### src/rtl/dmem_req_scheduler.sv
// -----------------------------------------------------------------------------
// dmem_req_scheduler
//
// Purpose:
//   Sequences the single data-side memory port used by the MEM stage. It
//   arbitrates between pipeline load/store requests and CACHE-instruction
//   operations, tracks accepted-but-unanswered requests for the
//   addr_ok/data_ok handshake, and drops responses that belong to
//   instructions flushed by an exception or eret.
//
// Ports:
//   clk, rst          clock; asynchronous active-high reset
//   flush             CP0 exception/eret flush
//   ls_*              load/store request side (MEM stage)
//   ls_addr_ok        load/store accepted this cycle
//   ls_data_ok        load/store response valid, data on ls_rdata
//   ci_*              cache-instruction request, held until ci_done
//   ci_done           one-cycle pulse when the cache op completes
//   data_*            downstream port to the dcache / uncached bridge
//   busy              FSM not idle, or requests still outstanding
// -----------------------------------------------------------------------------
module dmem_req_scheduler #(
    parameter int MAX_OUT    = 2,
    parameter int CACHE_OP_W = 5
) (
    input  logic                  clk,
    input  logic                  rst,
    input  logic                  flush,

    input  logic                  ls_req,
    input  logic                  ls_wr,
    input  logic [1:0]            ls_size,
    input  logic [31:0]           ls_addr,
    input  logic [31:0]           ls_wdata,
    input  logic [3:0]            ls_wstrb,
    output logic                  ls_addr_ok,
    output logic                  ls_data_ok,
    output logic [31:0]           ls_rdata,

    input  logic                  ci_req,
    input  logic [CACHE_OP_W-1:0] ci_op,
    input  logic [31:0]           ci_addr,
    output logic                  ci_done,

    output logic                  data_req,
    output logic                  data_wr,
    output logic [1:0]            data_size,
    output logic [31:0]           data_addr,
    output logic [31:0]           data_wdata,
    output logic [3:0]            data_wstrb,
    output logic                  data_cacheop,
    output logic [CACHE_OP_W-1:0] data_op,
    input  logic                  data_addr_ok,
    input  logic                  data_data_ok,
    input  logic [31:0]           data_rdata,

    output logic                  busy
);

    localparam int            CW      = $clog2(MAX_OUT + 1);
    localparam logic [CW-1:0] MAX_CNT = CW'(MAX_OUT);
    localparam logic [CW-1:0] ONE     = CW'(1);

    typedef enum logic [1:0] {
        S_IDLE,
        S_DRAIN,
        S_CI_ISSUE,
        S_CI_WAIT
    } state_t;

    state_t                  r_state;
    state_t                  w_state_nxt;
    logic [CW-1:0]           r_outstanding;
    logic [CW-1:0]           w_outstanding_nxt;
    logic [CW-1:0]           r_discard;
    logic [CW-1:0]           w_discard_nxt;

    logic                    w_req;
    logic                    w_wr;
    logic [1:0]              w_size;
    logic [31:0]             w_addr;
    logic [31:0]             w_wdata;
    logic [3:0]              w_wstrb;
    logic                    w_cacheop;
    logic [CACHE_OP_W-1:0]   w_op;
    logic                    w_ci_done;
    logic                    w_accept;
    logic                    w_ls_data_ok;

    // ------------------------------------------------------------------
    // Next-state and downstream request generation
    // ------------------------------------------------------------------
    always_comb begin
        // NOTE: every output of this block gets a default first, so no path
        // through the case statement can leave a signal unassigned (latch).
        w_state_nxt = r_state;
        w_req       = 1'b0;
        w_wr        = 1'b0;
        w_size      = 2'd0;
        w_addr      = 32'd0;
        w_wdata     = 32'd0;
        w_wstrb     = 4'd0;
        w_cacheop   = 1'b0;
        w_op        = '0;
        w_ci_done   = 1'b0;

        case (r_state)
            S_IDLE: begin
                // Full check uses the registered count only: a response in
                // the same cycle does not free a slot until the next cycle.
                w_req   = ls_req & ~ci_req & ~flush & (r_outstanding < MAX_CNT);
                w_wr    = ls_wr;
                w_size  = ls_size;
                w_addr  = ls_addr;
                w_wdata = ls_wdata;
                w_wstrb = ls_wstrb;
                if (ci_req && !flush) begin
                    if ((r_outstanding != '0) || (w_req && data_addr_ok))
                        w_state_nxt = S_DRAIN;
                    else
                        w_state_nxt = S_CI_ISSUE;
                end
            end

            S_DRAIN: begin
                // Flush kills the CACHE instruction before it was issued.
                if (flush)
                    w_state_nxt = S_IDLE;
                else if (r_outstanding == '0)
                    w_state_nxt = S_CI_ISSUE;
            end

            S_CI_ISSUE: begin
                // The op is committed once here; flush does not abort it.
                w_req     = 1'b1;
                w_cacheop = 1'b1;
                w_op      = ci_op;
                w_addr    = ci_addr;
                w_size    = 2'd2;
                if (data_addr_ok)
                    w_state_nxt = S_CI_WAIT;
            end

            S_CI_WAIT: begin
                if (data_data_ok) begin
                    w_ci_done   = 1'b1;
                    w_state_nxt = S_IDLE;
                end
            end

            default: w_state_nxt = S_IDLE;
        endcase
    end

    assign w_accept     = w_req & data_addr_ok;
    assign w_ls_data_ok = data_data_ok & (r_discard == '0) & (r_state != S_CI_WAIT);

    // ------------------------------------------------------------------
    // In-flight and discard accounting
    // ------------------------------------------------------------------
    always_comb begin
        w_outstanding_nxt = r_outstanding;
        if (w_accept && !data_data_ok)
            w_outstanding_nxt = r_outstanding + ONE;
        else if (!w_accept && data_data_ok)
            w_outstanding_nxt = r_outstanding - ONE;

        // On flush every request still in flight after this cycle belongs to
        // a squashed instruction; that is exactly the next outstanding count.
        // Recomputing (not adding) keeps back-to-back flushes from doubling.
        w_discard_nxt = r_discard;
        if (flush)
            w_discard_nxt = w_outstanding_nxt;
        else if (data_data_ok && (r_discard != '0))
            w_discard_nxt = r_discard - ONE;
    end

    // NOTE: async reset in the sensitivity list; state updates use
    // non-blocking assignments so all registers sample the same old values.
    always_ff @(posedge clk or posedge rst) begin
        if (rst) begin
            r_state       <= S_IDLE;
            r_outstanding <= '0;
            r_discard     <= '0;
        end else begin
            r_state       <= w_state_nxt;
            r_outstanding <= w_outstanding_nxt;
            r_discard     <= w_discard_nxt;
        end
    end

    // ------------------------------------------------------------------
    // Outputs: several paths are combinational from inputs, so they are
    // forced low while reset is held to keep the port quiet immediately.
    // ------------------------------------------------------------------
    assign data_req     = ~rst & w_req;
    assign data_wr      = ~rst & w_wr;
    assign data_size    = rst ? 2'd0  : w_size;
    assign data_addr    = rst ? 32'd0 : w_addr;
    assign data_wdata   = rst ? 32'd0 : w_wdata;
    assign data_wstrb   = rst ? 4'd0  : w_wstrb;
    assign data_cacheop = ~rst & w_cacheop;
    assign data_op      = rst ? '0 : w_op;

    assign ls_addr_ok   = ~rst & w_accept & (r_state == S_IDLE);
    assign ls_data_ok   = ~rst & w_ls_data_ok;
    assign ls_rdata     = rst ? 32'd0 : data_rdata;
    assign ci_done      = ~rst & w_ci_done;
    assign busy         = ~rst & ((r_state != S_IDLE) | (r_outstanding != '0));

endmodule

### config.mk
export PLATFORM = sky130hd
export DESIGN_NAME = dmem_req_scheduler
export DESIGN_NICKNAME = d
export VERILOG_FILES = /design/src/rtl/dmem_req_scheduler.sv
export SDC_FILE = /design/constraint.sdc
export NUM_CORES = 1
export LEC_CHECK = 0
export BUFFER_PORTS_ARGS = -buffer_cell sky130_fd_sc_hd__buf_2
export CORE_AREA = 8 8 95 97
export CTS_CLUSTER_SIZE = 28
export DETAILED_ROUTE_END_ITERATION = 12
export DIE_AREA = 0 0 103 105
export PLACE_DENSITY = 0.61
export SLEW_MARGIN = 20
export SYNTH_ARGS = -nofsm -noshare
export SYNTH_HDL_FRONTEND = slang
export SYNTH_SLANG_ARGS = --single-unit
### constraint.sdc
create_clock -name clk -period 1.53 [get_ports clk]
set_clock_uncertainty 0.1 [all_clocks]
set_input_delay 0.306 -clock clk [delete_from_list [all_inputs] [get_ports clk]]
set_output_delay 0.306 -clock clk [all_outputs]
set_load 0.1 [all_outputs]
* After elaboration in Yosys (flattened, before gate mapping)
Index checks and enable logic that the tools add are counted.
** Operators by class
- Add/subtract/negate cells :: 3
- Order comparisons :: 1
- Eq/ne operators :: 8
- Muxes and demuxes :: 27
- Bitwise logic cells :: 18
- Reduce and logical (&&, ||, !) cells :: 17
** Operator list (count)
- $mux 32 :: 4
- $pmux 32 s2 :: 1
- $mux 2 :: 11
- $and 1x1->1 :: 14
- $mux 5 :: 2
- $mux 4 :: 2
- $ne 2x2->1 const B :: 4
- $pmux 2 s4 :: 1
- $reduce_bool 2->1 :: 4
- $logic_not 2->1 :: 3
- $logic_and 1x1->1 :: 5
- $eq 2x2->1 const B :: 2
- $mux 1 :: 4
- $pmux 2 s2 :: 1
- $reduce_and 4->1 :: 1
- $sub 2x1->2 const B :: 2
- $logic_not 1->1 :: 3
- $ne 3x3->1 const B :: 1
- $not 1->1 :: 3
- $add 2x1->2 const B :: 1
- $eq 2x1->1 const B :: 1
- $lt 2x2->1 const B :: 1
- $pmux 1 s2 :: 1
- $logic_or 1x1->1 :: 1
- $or 1x1->1 :: 1
** Word-level totals
- Flip-flop bits (word level) :: 6
- Input bits :: 147
- Word-level logic and storage cells :: 77

* Logic depth before layout (Yosys ltp)
Gate-level depths: netlist of run 1.
- Word-level depth :: 11
- Mapped depth :: 6
- Gate-level depth less buffers :: 6

* Least setup slack after synthesis of run 1
OpenSTA, ideal clock, no wires.
- Kind :: register to output
- Start point :: register r_state[1]
- End point :: output port ci_done
- Arrival :: 2.995 ns
- Path slack :: -1.871 ns
- Stages on the path, launching flop included :: 4
- Cell sequence :: dfrtp_1 buf_2 buf_1 nor3b_1
** Between the ends
- Cells in the longest elaborated chain, start to end :: 3
** RTL lines
- start: declaration :: line 71 : state_t r_state;
- start signal: assignment :: line 186 : r_state <= w_state_nxt;
- $eq 2x2->1 :: line 107 : case (r_state)
- $mux 1 :: line 107
- $and 1x1->1 :: line 208 : assign ci_done = ~rst & w_ci_done;
- end: declaration :: line 43 : output logic ci_done,
Every way passes these cells.

* Worst setup path in the final report of run 1
- Start point :: register r_state[1]
- End point :: output port data_wdata[25]
** Between the ends
- Cells in the longest elaborated chain, start to end :: 3
** RTL lines
- $logic_not 2->1 :: line 107
- $mux 32 :: line 107
- $mux 32 :: line 200 : assign data_wdata = rst ? 32'd0 : w_wdata;
- end: declaration :: line 49 : output logic [31:0] data_wdata,
Every way passes these cells.

==> metrics.md, run 1 <==
| Metric | Value |
|---|---|
| PwrDens | approximately 1800 nW/um2 |
| Cell Count, Final, Fillers Out | between 500 and 600 |
| Failing checks | setup timing |
| Final hold violation count | 0 |
| Netlist cell types | 35 |
| CP Max Fanout | 8 |
| Most common cell after layout, fill and taps aside | buf_2 |
| Seq pwr share | roughly 3.2% |
| CTS tree | built |
| Comb pwr share | a little over nine tenths |
| Worst-path clk slew | 40 ps |
| Post-synthesis sequential area ratio | a little over a tenth |
| Internal | 4.693 mW |
| Pre-Repair DR Iteration Count | 6 |
| Input/output buffers | 260 |
| Initial antenna violation count | 2 |
| Yosys warns | 0 |
| Vias | roughly 2700 |
| Switching Share | 55.98% |
| TritonCTS Sinks | 6 |
| Cell type with the highest aggregate area in the netlist | a22o_1 |
| Area growth syn-to-layout | 338.7% |
| Post-detail-place hpwl | ~11000 um |
| Fin crit period | ~2000 ps |
| Row count | 32 |
| Worst skew pair latency | about 230 ps |
| Final ANT Viol Nets | 0 |
| First-pass GRT wire length | around 18000 um |
| Max Root-Sink Buffers | 2 |
| Worst endpoint required time | approximately 1100 ps |
| Total power draw | 10.66 mW |
| Worst setup margin | -479.7 ps |
| Initial core utilization | 18.22% |
| EDFF count, synth | 0 |
| Die span in x | 103 um |
| Peak supply drop | 1.261 mV |
| Vias in the first global route | roughly 3000 |
| Syn nets | 333 |
| Clock root buffer | clkbuf_8 |
| Aggregate global-route resource usage | 22.05% |
| Number of max-cap violations | 0 |
| Relative max-transition margin | roughly 83% |
| # H-tree levels | 1 |
| Starting DRT DRC Count | 53 |
| # hold bufs at CTS | 0 |
| CP Capture Type | output port |
| Dpl ws | -236.5 ps |
| Die height | around 110 um |
| WHS | ~94 ps |
| Worst slew pin tran | 260.1 ps |
| CP Class | flip-flop to output port |
| Switching power of the nets | ~6 mW |
| RSZ-0062 raised after global routing | yes |
| Dpl cells | ~550 |
| Num ports | ~260 |
| DRC viols | 0 |
| Max Fclk | 497.6 MHz |
| Worst Path Arrival | 1600 ps |
| Number of CTS-inserted buffers | 3 |
| Post-DR wirelength/cell | approximately 23 um |
| Total wire length | between 10000 and 15000 um |
| Period utilization | 131.4% |
| Mean Syn Cell Area | roughly 7.5 um2 |
| Final slew viol count | 0 |
| Startpoint type of the worst setup path | flip-flop |
| Post-layout util | between 70% and 80% |
| Setup-failing EPs final | between 80 and 90 |
| Layout cells sized above 1 | between 90 and 100% |
| Final Wtd Congestion | a little under 0.8 |
| Top post-synthesis cells by area | a22o_1 (20%), and2_1 (20%), nor2b_1 (15%) |
| Mapped Cells | between 150 and 200 |
| Overflow after GRT | 0 |
| Filler cell count | 443 |
| Synth Register Bits | 6 |
| Layout net count | between 600 and 700 |
| Outcome | finished, violations left |
| Fraction of registers with async set/reset | 100.0% |
| Largest net degree at the start of global routing | 21 |
| Ys flop type | dfrtp_1 |
| Most frequent cells in the layout | buf_2 (145), buf_12 (120), and2_4 (43) |
| Placeable Area | about 7500 um2 |
| Finished Cell Area | between 6000 and 7000 um2 |
| HP Class | primary input to async pin |
| Synthesized cell area | ~1400 um2 |
| Setup TNS | -36650 ps |
| DIE AREA | between 10000 and 15000 um2 |
| Area after DPL | about 5300 um2 |
| Leakage | 2.912 nW |
| Via-to-Cell Ratio | 4.636 |
| Share of the synthesized area in the top cell type | about a fifth |
| Clock network power share | under 10% |
[logic make-up after synthesis]
| kind of cell | Yosys count | share of synthesized area (%) |
|---|---|---|
| AO/OA/AOI/OAI | 45 | 27.55 |
| flip-flops | 6 | 10.95 |
| adder cells (fa/ha/maj) | 2 | 1.825 |
| XOR/XNOR | 4 | 3.103 |
| AND/OR/NAND/NOR | 100 | 46.62 |
| multiplexers | 2 | 1.642 |
| buffers and inverters | 25 | 8.303 |
[cell usage after synthesis (all sizes together), types with 2 or more instances]
| library cell | instances |
|---|---|
| mux2 | 2 |
| a22o | 32 |
| ha | 2 |
| nor3b | 2 |
| xnor2 | 2 |
| and2b | 2 |
| inv | 5 |
| nor3 | 6 |
| a21oi | 4 |
| buf | 11 |
| dfrtp | 6 |
| nor2 | 6 |
| xor2 | 2 |
| o21ai | 2 |
| and2 | 43 |
| a211oi | 3 |
| nand2 | 3 |
| clkbuf | 9 |
| nand2b | 3 |
| nor2b | 32 |
[power by group through the flow]
stage	Sequential, mW	Clock [mW]	Combinational [mW]
after global placement	0.321	0	8.71
after floorplan	0.293	0	5.98
after detailed placement	0.327	0	8.84
final	0.340	0.252	10.1
after CTS	0.337	0.253	9.76
after global routing	0.352	0.264	10.3
[layout make-up]
class / instances / area, um2 / share of cell area, %
tap: 102 / 127.6 / 2.121
antenna: 2 / 5.005 / 0.08319
clock buffer: 3 / 41.29 / 0.6864
timing repair buffer: 309 / 3775 / 62.75
inverter: 5 / 21.27 / 0.3536
multi-input combinational: 153 / 1893 / 31.47
sequential: 6 / 152.6 / 2.537
[state kept, by name, summed over array words and instances, names as in the netlist]
signal	flops
r_discard	2
r_outstanding	2
r_state	2
[critical path: stages, from the launching register on]
cell and delay, ps:
dfrtp_2 430, nor3_4 260, buf_12 200, clkbuf_16 150, and2_4 150, buf_12 170
[per-layer routing]
layer | vias up | global-route usage [%] | part of all wire (%)
met2 | 155 | 44.23 | 56
met1 | 1285 | 20.81 | 32
li1 | 1224 | - | -
met3 | 25 | 5.574 | 8.7
met4 | 0 | 6.101 | 2.3
met5 | - | 0 | 0
[worst paths after layout]
| check | to | from | cells past startpoint | slack [ps] |
|---|---|---|---|---|
| setup / recovery | data_wdata[25] | r_state[1] | 5 | -480 |
| hold / removal | r_outstanding[1] | rst | 3 | 90 |
| setup reg to reg | r_discard[0] | r_state[0] | 7 | -280 |
| hold reg to reg | r_discard[1] | r_discard[1] | 2 | 470 |
| max in group asynchronous | r_state[1] | rst | 3 | 1010 |
| min in group clk | r_discard[1] | flush | 3 | 380 |
[timing repair]
| action | 4_1_cts | 5_1_grt |
|---|---|---|
| cloned | 8 | 6 |
| resized for setup | 40 | 8 |
| setup buffers | 15 | 4 |
| pin swaps | 11 | 14 |
| endpoints found under the setup margin | 117 | 88 |
Power figures use the tool's default switching activity.
==> run 2, diff against run 1 <==
--- a/config.mk
+++ b/config.mk
@@ -10,6 +10,7 @@
 export CTS_CLUSTER_SIZE = 28
 export DETAILED_ROUTE_END_ITERATION = 12
 export DIE_AREA = 0 0 103 105
+export MAX_ROUTING_LAYER = met4
 export PLACE_DENSITY = 0.61
 export SLEW_MARGIN = 20
 export SYNTH_ARGS = -nofsm -noshare
==> run 2 against run 1 <==
- the flow still finishes with violations (setup timing)
- combinational power hardly changed
- first-iteration DRC count is 25% higher
- register-to-register slack hardly changed
- total power is 0.11% lower
- non-clock buffer count stayed put
- sequential share of layout area hardly changed
- cell count is 0.17% lower
- worst setup slack better by 1.9 ps
- highest routed layer unchanged
==> metrics.md, run 2 (synthesis results as in run 1) <==
| Metric | Value |
|---|---|
| Outcome | finished, violations left (unchanged) |
| Failing checks | setup timing (unchanged) |
| DIE AREA | 10820 um2 (unchanged) |
| HP Class | primary input to async pin (unchanged) |
| Worst skew pair latency | 230 ps (about the same) |
| Overflow after GRT | 0 (unchanged) |
| RSZ-0062 raised after global routing | yes (unchanged) |
| Finished Cell Area | 6013 um2 (was 6016 um2) |
| Vias | 2677 (was 2689) |
| Comb pwr share | 94.5% (was 94.4%) |
| Seq pwr share | 3.2% (about the same) |
| Relative max-transition margin | 82.69% (was 82.59%) |
| Worst endpoint required time | 1120 ps (about the same) |
| Vias in the first global route | 2992 (was 2989) |
| Switching power of the nets | 5.957 mW (was 5.967 mW) |
| Fin crit period | 2008 ps (was 2010 ps) |
| Placeable Area | 7527 um2 (unchanged) |
| Setup-failing EPs final | 87 (unchanged) |
| Largest net degree at the start of global routing | 21 (unchanged) |
| CP Class | flip-flop to output port (unchanged) |
| Crit path top cell by count | buf_12 (unchanged) |
| First-pass GRT wire length | 18300 um (was 18280 um) |
| Starting DRT DRC Count | 66 (was 53) |
| # H-tree levels | 1 (unchanged) |
| Via-to-Cell Ratio | 4.623 (was 4.636) |
| CP Max Fanout | 8 (unchanged) |
| Number of CTS-inserted buffers | 3 (unchanged) |
| Slowest library cell on the worst path | dfrtp_2 (unchanged) |
| DRC viols | 0 (unchanged) |
| Worst Path Arrival | 1600 ps (about the same) |
| Total wire length | 13510 um (was 13560 um) |
| Max Fclk | 498.1 MHz (was 497.6 MHz) |
| Post-DR wirelength/cell | 23.33 um (was 23.38 um) |
| Number of max-cap violations | 0 (unchanged) |
| CP Capture Type | output port (unchanged) |
| Initial antenna violation count | 1 (was 2) |
| Crit-path cells | nor3_4, buf_12, clkbuf_16, and2_4, buf_12 (unchanged) |
| Worst setup margin | -477.8 ps (was -479.7 ps) |
| Crit path largest cell delay | 430 ps (about the same) |
| PwrDens | 1771 nW/um2 (was 1772 nW/um2) |
| Row count | 32 (unchanged) |
| WHS | 96.17 ps (was 94.30 ps) |
| Startpoint type of the worst setup path | flip-flop (unchanged) |
| CP top delay family | buffers and inverters (unchanged) |
| Aggregate global-route resource usage | 22.66% (was 22.05%) |
| Final ANT Viol Nets | 0 (unchanged) |
| Setup TNS | -36510 ps (was -36650 ps) |
| Worst slew pin tran | 258.6 ps (was 260.1 ps) |
| Dpl cells | 545 (unchanged) |
| Max Root-Sink Buffers | 2 (unchanged) |
| Final Wtd Congestion | 0.8055 (was 0.7942) |
| Die span in x | 103 um (unchanged) |
| Num ports | 261 (unchanged) |
| Initial core utilization | 18.22% (unchanged) |
| Most common cell after layout, fill and taps aside | buf_2 (unchanged) |
| Leakage | 2.912 nW (about the same) |
| Layout net count | 627 (unchanged) |
| CTS tree | built (unchanged) |
| Peak supply drop | 1.261 mV (about the same) |
| Clock network power share | 2.4% (about the same) |
| Total power draw | 10.65 mW (was 10.66 mW) |
| Most frequent cells in the layout | buf_2 (145), buf_12 (120), and2_4 (43) (unchanged) |
| Input/output buffers | 260 (unchanged) |
| TritonCTS Sinks | 6 (unchanged) |
| Switching Share | 55.94% (was 55.98%) |
| Layout cells sized above 1 | 94.54% (unchanged) |
| Biggest regs | r_discard (2), r_outstanding (2), r_state (2) (unchanged) |
| Post-detail-place hpwl | 10630 um (unchanged) |
| Internal | 4.691 mW (was 4.693 mW) |
| Area after DPL | 5343 um2 (unchanged) |
| Clock root buffer | clkbuf_8 (unchanged) |
| Pre-Repair DR Iteration Count | 4 (was 6) |
| Buf/Inv on CP | 3 (unchanged) |
| Worst-path clk slew | 40 ps (about the same) |
| Final slew viol count | 0 (unchanged) |
| Die height | 105 um (unchanged) |
| Area growth syn-to-layout | 338.5% (was 338.7%) |
| Period utilization | 131.2% (was 131.4%) |
| Final hold violation count | 0 (unchanged) |
| Cell Count, Final, Fillers Out | 579 (was 580) |
==> run 2: cell count changes in the layout (fill, tap and decap cells not counted), sizes merged <==
cell | previous run | this run
diode | 2 | 1
==> run 2: tightest hold or removal path, delay by kind of cell <==
family / cells / cell delay (ps)
buf+inv: 3 / 490
==> run 2: metal layers <==
layer / global-route usage [%] / up-vias / part of all wire [%]
met1: 21.96 / 1281 / 34
met3: 3.583 / 23 / 7.1
met4: 5.481 / 0 / 1.9
met2: 44.42 / 150 / 57
li1: - / 1223 / -
met5: - / - / 0
==> run 2: path summary, 6_finish.rpt <==
check                      slack, ps  cells after the start         start          endpoint
setup / recovery                -480                      5    r_state[1]    data_wdata[25]
hold / removal                   100                      3           rst  r_outstanding[1]
setup reg to reg                -270                      7    r_state[0]      r_discard[0]
hold reg to reg                  470                      2  r_discard[1]      r_discard[1]
max in group asynchronous       1010                      3           rst        r_state[1]
min in group clk                 380                      3         flush      r_discard[1]
==> run 2: cell type report <==
cell class	count	area (um2)
inverter	5	21.27
fill	441	1514
antenna	1	2.502
clock buffer	3	41.29
multi-input combinational	153	1893
timing repair buffer	309	3775
tap	102	127.6
sequential	6	152.6
==> run 2: stage by stage <==
stage | utilization [%] | setup slack, ps
2_1_floorplan | - | -428.8
3_3_place_gp | 70.98 | -218.1
3_5_place_dp | 70.98 | -236.5
4_1_cts | 77.63 | -448.8
5_1_grt | 79.89 | -523.9
6_report | 79.89 | -477.8
==> run 2: power groups by stage <==
stage | clock, mW | sequential (mW) | combinational (mW)
after floorplan | 0 | 0.293 | 5.98
after global placement | 0 | 0.321 | 8.71
after detailed placement | 0 | 0.327 | 8.84
after CTS | 0.253 | 0.337 | 9.76
after global routing | 0.264 | 0.352 | 10.3
final | 0.252 | 0.339 | 10.1
==> run 2: what timing repair did <==
action	CTS	global route
setup buffers	15	4
pin swaps	11	14
hold buffers	0	0
gates resized for setup	40	8
gates cloned	8	6
endpoints found under the setup margin	117	88
